**config.mk**
```make
export PLATFORM = sky130hd
export DESIGN_NAME = up_fifo_unpacker
export DESIGN_NICKNAME = d
export VERILOG_FILES = /design/src/rtl/up_fifo_unpacker.sv
export SDC_FILE = /design/constraint.sdc
export NUM_CORES = 1
export LEC_CHECK = 0
export ABC_AREA = 1
export CORE_MARGIN = 4
export CORE_UTILIZATION = 50
export DETAILED_ROUTE_END_ITERATION = 12
export PLACE_DENSITY = 0.74
export SLEW_MARGIN = 20
export SYNTH_ARGS = -nofsm -noshare
export SYNTH_HDL_FRONTEND = slang
export SYNTH_SLANG_ARGS = --single-unit
```
**constraint.sdc**
```tcl
create_clock -name clk_i -period 4.4 [get_ports clk_i]
set_clock_uncertainty 0.1 [all_clocks]
set_input_delay 0.88 -clock clk_i [delete_from_list [all_inputs] [get_ports clk_i]]
set_output_delay 0.88 -clock clk_i [all_outputs]
set_load 0.03 [all_outputs]
```
**src/rtl/up_fifo_unpacker.sv**
```systemverilog
// up_fifo_unpacker: pops 32-bit words from an FWFT FIFO and writes them
// as two 16-bit halfwords, with word-count and duplicate-word statistics.
module up_fifo_unpacker #(
    parameter bit LOW_HALF_FIRST = 1'b1
) (
    input  logic        clk_i,
    input  logic        reset_i,
    input  logic        enable_i,
    input  logic        clear_i,
    input  logic [31:0] rd_data_i,
    input  logic        rd_empty_i,
    output logic        rd_en_o,
    output logic [15:0] wr_data_o,
    output logic        wr_en_o,
    input  logic        wr_full_i,
    output logic        busy_o,
    output logic [31:0] word_count_o,
    output logic [15:0] dup_count_o,
    output logic        dup_err_o
);

    typedef enum logic [1:0] {
        IDLE,
        SEND_FIRST,
        SEND_SECOND
    } state_t;

    state_t      state_q;
    logic [31:0] hold_q;
    logic [31:0] prev_q;
    logic [31:0] word_count_q;
    logic [15:0] dup_count_q;
    logic        dup_err_q;

    logic        take;
    logic        in_idle;
    logic        in_first;
    logic        in_second;
    logic        pop;
    logic        accept_word;
    logic        is_dup;
    logic [15:0] first_half;
    logic [15:0] second_half;

    // Handshake strobes; rd_en is held low while reset is asserted so no
    // word is popped (and lost) during reset.
    always_comb begin
        take        = enable_i & ~rd_empty_i;
        in_idle     = (state_q == IDLE);
        in_first    = (state_q == SEND_FIRST);
        in_second   = (state_q == SEND_SECOND);
        pop         = take & ~reset_i
                      & (in_idle | (in_second & ~wr_full_i));
        accept_word = in_second & ~wr_full_i;
        is_dup      = (rd_data_i == prev_q);
        if (LOW_HALF_FIRST) begin
            first_half  = hold_q[15:0];
            second_half = hold_q[31:16];
        end else begin
            first_half  = hold_q[31:16];
            second_half = hold_q[15:0];
        end
    end

    // Output halfword selection from the held word.
    always_comb begin
        wr_data_o = 16'h0000;
        if (in_first) begin
            wr_data_o = first_half;
        end else if (in_second) begin
            wr_data_o = second_half;
        end
    end

    assign rd_en_o      = pop;
    assign wr_en_o      = (in_first | in_second) & ~wr_full_i;
    assign busy_o       = ~in_idle;
    assign word_count_o = word_count_q;
    assign dup_count_o  = dup_count_q;
    assign dup_err_o    = dup_err_q;

    // Sequencer: load a word, emit first half, emit second half.
    always_ff @(posedge clk_i or posedge reset_i) begin
        if (reset_i) begin
            state_q <= IDLE;
            hold_q  <= 32'h0000_0000;
            prev_q  <= 32'hFFFF_FFFF;
        end else begin
            if (pop) begin
                hold_q <= rd_data_i;
                prev_q <= rd_data_i;
            end
            unique case (state_q)
                IDLE: begin
                    if (pop) begin
                        state_q <= SEND_FIRST;
                    end
                end
                SEND_FIRST: begin
                    if (!wr_full_i) begin
                        state_q <= SEND_SECOND;
                    end
                end
                SEND_SECOND: begin
                    if (!wr_full_i) begin
                        state_q <= pop ? SEND_FIRST : IDLE;
                    end
                end
                default: state_q <= IDLE;
            endcase
        end
    end

    // Statistics; a clear in the same cycle as an update wins.
    always_ff @(posedge clk_i or posedge reset_i) begin
        if (reset_i) begin
            word_count_q <= 32'h0000_0000;
            dup_count_q  <= 16'h0000;
            dup_err_q    <= 1'b0;
        end else if (clear_i) begin
            word_count_q <= 32'h0000_0000;
            dup_count_q  <= 16'h0000;
            dup_err_q    <= 1'b0;
        end else begin
            if (accept_word) begin
                word_count_q <= word_count_q + 32'd1;
            end
            if (pop && is_dup) begin
                dup_err_q <= 1'b1;
                if (dup_count_q != 16'hFFFF) begin
                    dup_count_q <= dup_count_q + 16'd1;
                end
            end
        end
    end

endmodule

```
Yosys cells after proc, flatten, opt, wreduce, memory -nomap -nowiden

Cells that the tools add are included.

Add/sub/neg operators: 2
Equal/unequal tests: 7
Muxes and demuxes: 14
Bitwise logic cells: 11
Reductions and logical operators: 7

Operators with widths:

| kind                                          | number |
|---|---|
| two-way mux 16 bit                            | 5 |
| two-way mux 32 bit                            | 2 |
| adder 32 x 1 -> 32 bit, second input constant | 1 |
| == test 32 bit                                | 1 |
| adder 16 x 1 -> 16 bit, second input constant | 1 |
| != test 16 bit, second input constant         | 1 |
| two-way mux 2 bit                             | 3 |
| case mux 2 bit (3 select lines)               | 1 |
| nonzero test 2 bit                            | 3 |
| bitwise AND 1 bit                             | 5 |
| != test 2 bit, second input constant          | 2 |
| NOT 1 bit                                     | 4 |
| two-way mux 1 bit                             | 3 |
| AND reduction 3 bit                           | 1 |
| == test 2 x 1 -> 1 bit, second input constant | 1 |
| == test 2 bit, second input constant          | 1 |
| logical NOT 2 bit                             | 1 |
| != test 2 x 1 -> 1 bit, second input constant | 1 |
| bitwise OR 1 bit                              | 2 |
| AND reduction 2 bit                           | 1 |
| logical AND 1 bit                             | 1 |

Flip-flop bits (word level): 115
Bits of input ports: 38

Depth between registers and ports, before layout

Gate-level depths: netlist of run 1.

Depth after elaboration: 7
Mapped depth: 14

Worst setup path after synthesis of run 1

Ideal clock, no wire load.

Path type: input to output
From: input wr_full_i
To: output rd_en_o
Arrival time: 1.796 ns
Data required time: 3.420 ns
Slack: 1.624 ns
Stages on the path: 7
Path buffers: 2
Path through: nor2_4 > inv_4 > nand2_4 > nand3_4 > inv_1 > buf_4 > buf_2

Longest elaborated chain between the ends: 4

RTL lines:

| element           | RTL line | text |
|---|---|---|
| start, declared   | 15       | `input logic wr_full_i,` |
| NOT 1 bit         | 53       | `& (in_idle \| (in_second & ~wr_full_i));` |
| bitwise AND 1 bit | 53       |  |
| bitwise OR 1 bit  | 53       |  |
| bitwise AND 1 bit | 53       |  |
| end, declared     | 12       | `output logic rd_en_o,` |

No other way between the ends.

Worst setup path after layout of run 1

From: register state_q[1]
To: output wr_data_o[8]

Longest elaborated chain between the ends: 3

RTL lines:

| element                | RTL line | text |
|---|---|---|
| start, declared        | 28       | `state_t state_q;` |
| start signal, assigned | 106      | `state_q <= pop ? SEND_FIRST : IDLE;` |
| == test 2 bit          | 51       | `in_second = (state_q == SEND_SECOND);` |
| two-way mux 16 bit     | 70       | `end else if (in_second) begin` |
| two-way mux 16 bit (*) | 68       | `if (in_first) begin` |
| end, declared          | 13       | `output logic [15:0] wr_data_o,` |

Every way passes the cells marked *; elsewhere a longest branch is shown, timed or not.

==> results by group, run 1 <==
Placement
  – Detailed placement HPWL: 10500 um
  – Global placement routability congestion: around 0.93
  – Number of cells after detailed placement: 1071
  – Number of I/O port buffers: roughly 110
  – Worst-case setup slack after placement: about 0.64 ns

Setup path
  – Kind of capture point of the worst setup path: primary output
  – Critical path launch point type: register
  – Setup slack of the worst register-to-register path: between 1.5 and 2 ns
  – Endpoint of the worst register-to-register path: hold_q[19]
  – Required time at the endpoint of the critical path: 3.42 ns
  – Crit-path max FO: 18
  – FF-to-FF path depth: 11
  – Worst Setup Path Type: reg2out
  – Arrival time of the worst setup path: approximately 2.9 ns
  – Launching point of the worst reg2reg path: state_q[0]

Timing
  – Max Clk Rate: about 260 MHz
  – Final period util: 0.883
  – Measured slew at the worst slew-check pin: approximately 0.74 ns
  – Normalized max-slew margin: 0.509
  – Worst hold margin: roughly 0.37 ns
  – Final period demand of the worst path: roughly 4 ns
  – Max-slew violation count: 0
  – Unrepaired setup endpoints after global routing: false
  – Final setup violating endpoints: 0
  – Accumulated negative setup slack: 0 ns
  – Worst setup slack after layout: a little over 0.5 ns
  – Number of hold violations in the final report: 0

Layout
  – Final instance count without filler cells: around 1100
  – Synth-to-Final Area Change: 30.0%
  – Antenna diodes: 0
  – Number of fill cells: between 1000 and 1500
  – Number of nets in the layout: ~970
  – Fraction of final layout cells with drive strength greater than 1: 0.0974
  – Commonest cells after routing, fill and taps aside: sky130_fd_sc_hd__nand2_1 (211), sky130_fd_sc_hd__inv_1 (132), sky130_fd_sc_hd__clkdlybuf4s50_1 (105)
  – Footprint of the flip-flops and latches: a little under 3000 um^2
  – Footprint of the multi-input gates: 2660 um^2
  – Util after Layout: 0.669
  – Leading cell type in the layout, fill and taps excluded: sky130_fd_sc_hd__nand2_1

Drt
  – Detailed Routing Iterations Pass 1: 5
  – Post-DR vias/cell: between 5 and 6
  – Wirelength, routed: roughly 15000 um
  – Detailed route wirelength on metal3: approximately 1000 um
  – Vias post-DR: ~5600
  – Number of DRC markers in iteration 0: between 400 and 500
  – Met1 Wirelength: between 6000 and 7000 um
  – Wire length on met2: around 7200 um
  – Detail Route Antenna Nets: 0
  – Uppermost layer routed: met4
  – Average wire per cell in the routed design: between 10 and 15 um
  – DRC errors left: 0

Yosys
  – Synthesized-area fraction occupied by ao, oa, aoi and oai cells: 0.108
  – Post-synthesis adder-cell area fraction: 0.0121
  – Synth warn: 0
  – Post-synthesis register bit count: between 100 and 150
  – Post-Synthesis Cells: 814
  – Mux cell area share after synthesis: 0
  – Xor-xnor portion of the synthesized cell area: 0.0268
  – Area share of and/or/nand/nor cells after synthesis: 0.282
  – Average cell area after synthesis: between 7 and 8 um^2
  – Post-synthesis async set-or-reset flop share: 1.00
  – Post-synthesis cell area: 6210 um^2
  – Dominant combinational cell family by area after synthesis: simple AND/OR/NAND/NOR gates
  – EDFF count, synth: 0
  – Number of distinct library cells after synthesis: 35
  – Sequential cell area fraction in the yosys report: 0.470
  – Post-Syn Nets: roughly 860
  – Primary flip-flop cell chosen by synthesis mapping: sky130_fd_sc_hd__dfrtp_1

Floorplan
  – Die outline area: ~14000 um^2
  – Number of I/O pins: 106
  – Floorplan die height: between 100 and 150 um
  – Rows: 40
  – Std-Cell Core Area: between 10000 and 15000 um^2
  – Floorplan die width: between 100 and 150 um
  – Starting density of the core: 0.515

Clock network
  – Worst skew pair latency: between 0.4 and 0.5 ns
  – Post-CTS Resized: 0
  – CTS tree: yes
  – Hold_buf cts: 0
  – H-tree depth: 4
  – Clock Tree Buf Depth: 2
  – Number of buffers added by the clock tree synthesis step: 17
  – Number of setup buffers added after CTS: 0
  – Buffer cell driving the clock tree root: sky130_fd_sc_hd__clkbuf_16
  – Clock sink count: approximately 120
  – Clock-pin slew of the registers on the worst-case setup and hold paths: 0.05 ns

Global routing
  – Total global routing track utilization: 0.222
  – Remaining global-route overflow: 0
  – Antenna violations before repair: 0
  – Number of global-route vias before repair: approximately 5300
  – First-pass GRT wire length: roughly 25000 um
  – Largest net degree at the start of global routing: 87

Worst hold path
  – Hold path startpoint: prev_q[12]
  – Worst hold path stage count: 2
  – Terminating pin of the worst hold path: prev_q[12]
  – Min-delay worst type: reg2reg

Power
  – P_leak: ~3.7 nW
  – Peak VDD IR: around 470 uV
  – Power per unit of standard cell area: about 480 nW/um^2

Job
  – Number of max-cap violations: 0

Outcome
  – Result of the run: finished clean
## critical path, stage by stage (launching register included)
cell and delay, ns:
sky130_fd_sc_hd__dfrtp_1 0.36, sky130_fd_sc_hd__inv_1 0.08, sky130_fd_sc_hd__ha_1 0.20, sky130_fd_sc_hd__clkinv_1 0.05, sky130_fd_sc_hd__buf_4 0.25, sky130_fd_sc_hd__nand2_1 0.50, sky130_fd_sc_hd__o22ai_1 0.32, sky130_fd_sc_hd__clkdlybuf4s50_1 0.72
## logic make-up after synthesis
kind of cell,Yosys count
simple gates,388
buf+inv,159
compound gates,127
flops,115
xor+xnor,19
fa+ha+maj,6
## per-stage QoR
| stage | total power, mW | instance area (um^2) |
|---|---|---|
| floorplan | 2.10 | 6210 |
| global placement | 2.36 | 7410 |
| detailed placement | 2.37 | 7410 |
| CTS | 3.92 | 8070 |
| global route | 4.11 | 8070 |
| finish | 3.89 | 8070 |
## Yosys cell counts (3+ instances only)
cell type	count	area share
sky130_fd_sc_hd__nand3_4	3	0.0085
sky130_fd_sc_hd__nand3_2	7	0.011
sky130_fd_sc_hd__dfstp_2	32	0.14
sky130_fd_sc_hd__o21ai_0	81	0.065
sky130_fd_sc_hd__buf_4	3	0.0036
sky130_fd_sc_hd__nand3_1	46	0.037
sky130_fd_sc_hd__buf_2	5	0.0040
sky130_fd_sc_hd__xor2_1	7	0.0099
sky130_fd_sc_hd__nor3_1	15	0.012
sky130_fd_sc_hd__clkbuf_1	11	0.0066
sky130_fd_sc_hd__a21oi_1	23	0.019
sky130_fd_sc_hd__inv_1	134	0.081
sky130_fd_sc_hd__dfrtp_1	83	0.33
sky130_fd_sc_hd__nor3b_1	4	0.0048
sky130_fd_sc_hd__xnor2_1	12	0.017
sky130_fd_sc_hd__nor2_4	5	0.0091
sky130_fd_sc_hd__nand2_1	211	0.13
sky130_fd_sc_hd__o22ai_1	16	0.016
sky130_fd_sc_hd__nand4_1	23	0.023
sky130_fd_sc_hd__ha_1	6	0.012
sky130_fd_sc_hd__nor2_1	68	0.041
## registers in the layout (all words and copies together), names as in the netlist
name / cells
hold_q: 32
prev_q: 32
state_q: 2
dup_count_o: 16
dup_err_o: 1
word_count_o: 32
## layout make-up
class                   count  area share
clock buffers              23      0.0604
clock inverters             8      0.0214
inverters                 138      0.0648
multi-input cells         540       0.330
flip-flops and latches    115       0.361
well taps                 168      0.0260
repair buffers            110       0.136
## power by group
group          switching [mW]  internal, mW  total [mW]
registers               0.111          1.42        1.53
clock network           0.468          1.06        1.53
logic                   0.516         0.319       0.835
## how the worst max path moves through the flow
| stage | startpoint | to | slack [ns] | cells after the start |
|---|---|---|---|---|
| CTS | state_q[1] | wr_data_o[8] | 0.47 | 7 |
| detailed placement | wr_full_i | rd_en_o | 0.64 | 7 |
| floorplan | reset_i | dup_count_o[0] | 0.43 | 1 |
| global route | state_q[1] | wr_data_o[1] | 0.26 | 7 |
| finish | state_q[1] | wr_data_o[8] | 0.51 | 7 |
| global placement | wr_full_i | rd_en_o | 0.68 | 7 |
## metal layers
layer,GRT usage,vias to the layer above
li1,-,2820
met1,0.293,2573
met2,0.352,180
met3,0.0665,21
met4,0.0723,0
met5,0,-
Power figures use the tool's default switching activity.
==> inputs of run 2 (changes only) <==
DONT_BUFFER_PORTS = 1   (was not set)
GPL_TIMING_DRIVEN = 1   (was not set)
PLACE_DENSITY = 0.63   (was 0.74)
==> run 2 against run 1 <==
  * Setup slack better by 0.56 ns
  * Final area decreased by 14%
  * Combinational power is 14% lower
  * Power is 9.0% lower
  * First-iteration DRC count down 34%
  * Core utilization decreased by 9.6 points
  * Non-clock buffer count down 104
  * Fmax up 17%
  * Critical path depth fell by 3
  * Register-to-register slack lost 0.12 ns
  * Critical endpoint is now wr_data_o[15]
  * Highest routed layer unchanged
==> results by group, run 2 (synthesized netlist as in run 1, its figures left out) <==
Worst hold path
  – Worst hold path stage count: 2 (unchanged)
  – Terminating pin of the worst hold path: prev_q[27] (was prev_q[12])
  – Min-delay worst type: reg2reg (unchanged)
  – Hold path startpoint: prev_q[27] (was prev_q[12])

Clock network
  – Number of buffers added by the clock tree synthesis step: 17 (unchanged)
  – Clock sink count: 115 (unchanged)
  – Clock Tree Buf Depth: 2 (unchanged)
  – Clock-pin slew of the registers on the worst-case setup and hold paths: 0.05 ns (about the same)
  – CTS tree: yes (unchanged)
  – Post-CTS Resized: 0 (unchanged)
  – H-tree depth: 4 (unchanged)
  – Number of setup buffers added after CTS: 0 (unchanged)
  – Worst skew pair latency: 0.41 ns (was 0.42 ns)
  – Hold_buf cts: 0 (unchanged)
  – Buffer cell driving the clock tree root: sky130_fd_sc_hd__clkbuf_16 (unchanged)

Timing
  – Measured slew at the worst slew-check pin: 0.896 ns (was 0.735 ns)
  – Max-slew violation count: 0 (unchanged)
  – Normalized max-slew margin: 0.403 (was 0.509)
  – Accumulated negative setup slack: 0 ns (unchanged)
  – Number of hold violations in the final report: 0 (unchanged)
  – Final period util: 0.755 (was 0.883)
  – Max Clk Rate: 301 MHz (was 257 MHz)
  – Final period demand of the worst path: 3.32 ns (was 3.89 ns)
  – Worst setup slack after layout: 1.08 ns (was 0.515 ns)
  – Final setup violating endpoints: 0 (unchanged)
  – Unrepaired setup endpoints after global routing: false (unchanged)

Setup path
  – Crit-path max FO: 16 (was 18)
  – Setup slack of the worst register-to-register path: 1.81 ns (was 1.93 ns)
  – Worst Setup Path Type: reg2out (unchanged)
  – Required time at the endpoint of the critical path: 3.42 ns (about the same)
  – Critical path launch point type: register (unchanged)
  – Timing startpoint of the critical path: state_q[0] (was state_q[1])
  – Arrival time of the worst setup path: 2.34 ns (was 2.91 ns)
  – Endpoint of the worst register-to-register path: prev_q[8] (was hold_q[19])
  – Launching point of the worst reg2reg path: state_q[0] (unchanged)
  – FF-to-FF path depth: 11 (unchanged)
  – Kind of capture point of the worst setup path: primary output (unchanged)

Power
  – Power per unit of standard cell area: 512 nW/um^2 (was 482 nW/um^2)
  – Post-layout power: 3.54 mW (was 3.89 mW)
  – P_leak: 3.27 nW (was 3.69 nW)
  – Peak VDD IR: 344 uV (was 471 uV)

Layout
  – Antenna diodes: 0 (unchanged)
  – Leading cell type in the layout, fill and taps excluded: sky130_fd_sc_hd__nand2_1 (unchanged)
  – Number of nets in the layout: 862 (was 966)
  – Synth-to-Final Area Change: 11.4% (was 30.0%)
  – Fraction of final layout cells with drive strength greater than 1: 0.108 (was 0.0974)
  – Commonest cells after routing, fill and taps aside: sky130_fd_sc_hd__nand2_1 (211), sky130_fd_sc_hd__inv_1 (132), sky130_fd_sc_hd__dfrtp_1 (83) (was sky130_fd_sc_hd__nand2_1 (211), sky130_fd_sc_hd__inv_1 (132), sky130_fd_sc_hd__clkdlybuf4s50_1 (105))

Placement
  – Number of I/O port buffers: 0 (was 105)
  – Detailed placement HPWL: 10500 um (about the same)
  – Global placement routability congestion: 0.865 (was 0.931)
  – Worst-case setup slack after placement: 1.43 ns (was 0.641 ns)

Floorplan
  – Std-Cell Core Area: 12100 um^2 (unchanged)
  – Number of I/O pins: 106 (unchanged)
  – Floorplan die height: 119 um (unchanged)
  – Floorplan die width: 119 um (unchanged)
  – Die outline area: 14300 um^2 (unchanged)
  – Rows: 40 (unchanged)
  – Starting density of the core: 0.515 (unchanged)

Global routing
  – Total global routing track utilization: 0.216 (was 0.222)
  – Remaining global-route overflow: 0 (unchanged)
  – First-pass GRT wire length: 24800 um (was 25500 um)
  – Number of global-route vias before repair: 5128 (was 5255)
  – Largest net degree at the start of global routing: 87 (unchanged)
  – Antenna violations before repair: 0 (unchanged)

Drt
  – Post-DR vias/cell: 5.18 (was 5.08)
  – Wirelength, routed: 14800 um (was 15200 um)
  – Vias post-DR: 5173 (was 5594)
  – DRC errors left: 0 (unchanged)
  – Detail Route Antenna Nets: 0 (unchanged)
  – Detailed Routing Iterations Pass 1: 4 (was 5)
  – Average wire per cell in the routed design: 14.8 um (was 13.8 um)
  – Number of DRC markers in iteration 0: 295 (was 446)

Outcome
  – Result of the run: finished clean (unchanged)

Job
  – Number of max-cap violations: 0 (unchanged)
==> run 2: changes by cell type in the layout (fill, tap and decap cells not counted) <==
cell and change:
sky130_fd_sc_hd__buf_4 +2, sky130_fd_sc_hd__buf_12 -1, sky130_fd_sc_hd__clkbuf_1 +3, sky130_fd_sc_hd__clkinv_4 -2, sky130_fd_sc_hd__clkbuf_8 +1, sky130_fd_sc_hd__clkdlybuf4s50_1 -105
sky130_fd_sc_hd__clkinv_2 +3, sky130_fd_sc_hd__bufinv_16 -4
==> run 2: critical path: stages (launching register included) <==
cell and delay [ns]:
sky130_fd_sc_hd__dfrtp_1 0.40, sky130_fd_sc_hd__inv_1 0.11, sky130_fd_sc_hd__ha_1 0.19, sky130_fd_sc_hd__nand2_1 0.46, sky130_fd_sc_hd__o22ai_1 0.77
==> run 2: routing by layer <==
metal / share of wire / wire length (um) / up-vias / global-route usage
met5: 0 / 0 / - / 0
met2: 0.48 / 7070 / 147 / 0.350
met4: 0.022 / 323 / 0 / 0.0802
met3: 0.081 / 1190 / 28 / 0.0840
li1: - / - / 2597 / -
met1: 0.42 / 6200 / 2401 / 0.261
==> run 2: power breakdown <==
| part | switching, mW | internal [mW] | total [mW] |
|---|---|---|---|
| logic | 0.485 | 0.229 | 0.714 |
| registers | 0.117 | 1.42 | 1.53 |
| clock network | 0.449 | 0.847 | 1.30 |
| total | 1.05 | 2.49 | 3.54 |
==> run 2: how the worst max path moves through the flow <==
stage                      to  slack [ns]
4_1_cts          wr_data_o[2]         1.0
5_1_grt         wr_data_o[15]        0.91
3_5_place_dp    wr_data_o[15]        1.43
3_3_place_gp     wr_data_o[1]        1.52
6_report        wr_data_o[15]        1.08
2_1_floorplan  dup_count_o[0]        0.43
==> run 2: through the flow <==
stage,cell area [um^2],std cells,utilization,hold slack [ns]
after floorplan,6210,814,-,0.355
after global placement,6360,967,0.527,0.363
after detailed placement,6360,967,0.527,0.366
after CTS,6920,999,0.574,0.374
after global routing,6920,999,0.574,0.381
final,6920,999,0.574,0.374
==> run 2: final cells by class <==
type                            instances  area, um^2
Fill cell                            1120        5140
Sequential cell                       115        2920
Multi-Input combinational cell        540        2660
Inverter                              138         523
Clock buffer                           27         513
Tap cell                              168         210
Clock inverter                          5        50.0
Timing Repair Buffer                    6        45.0
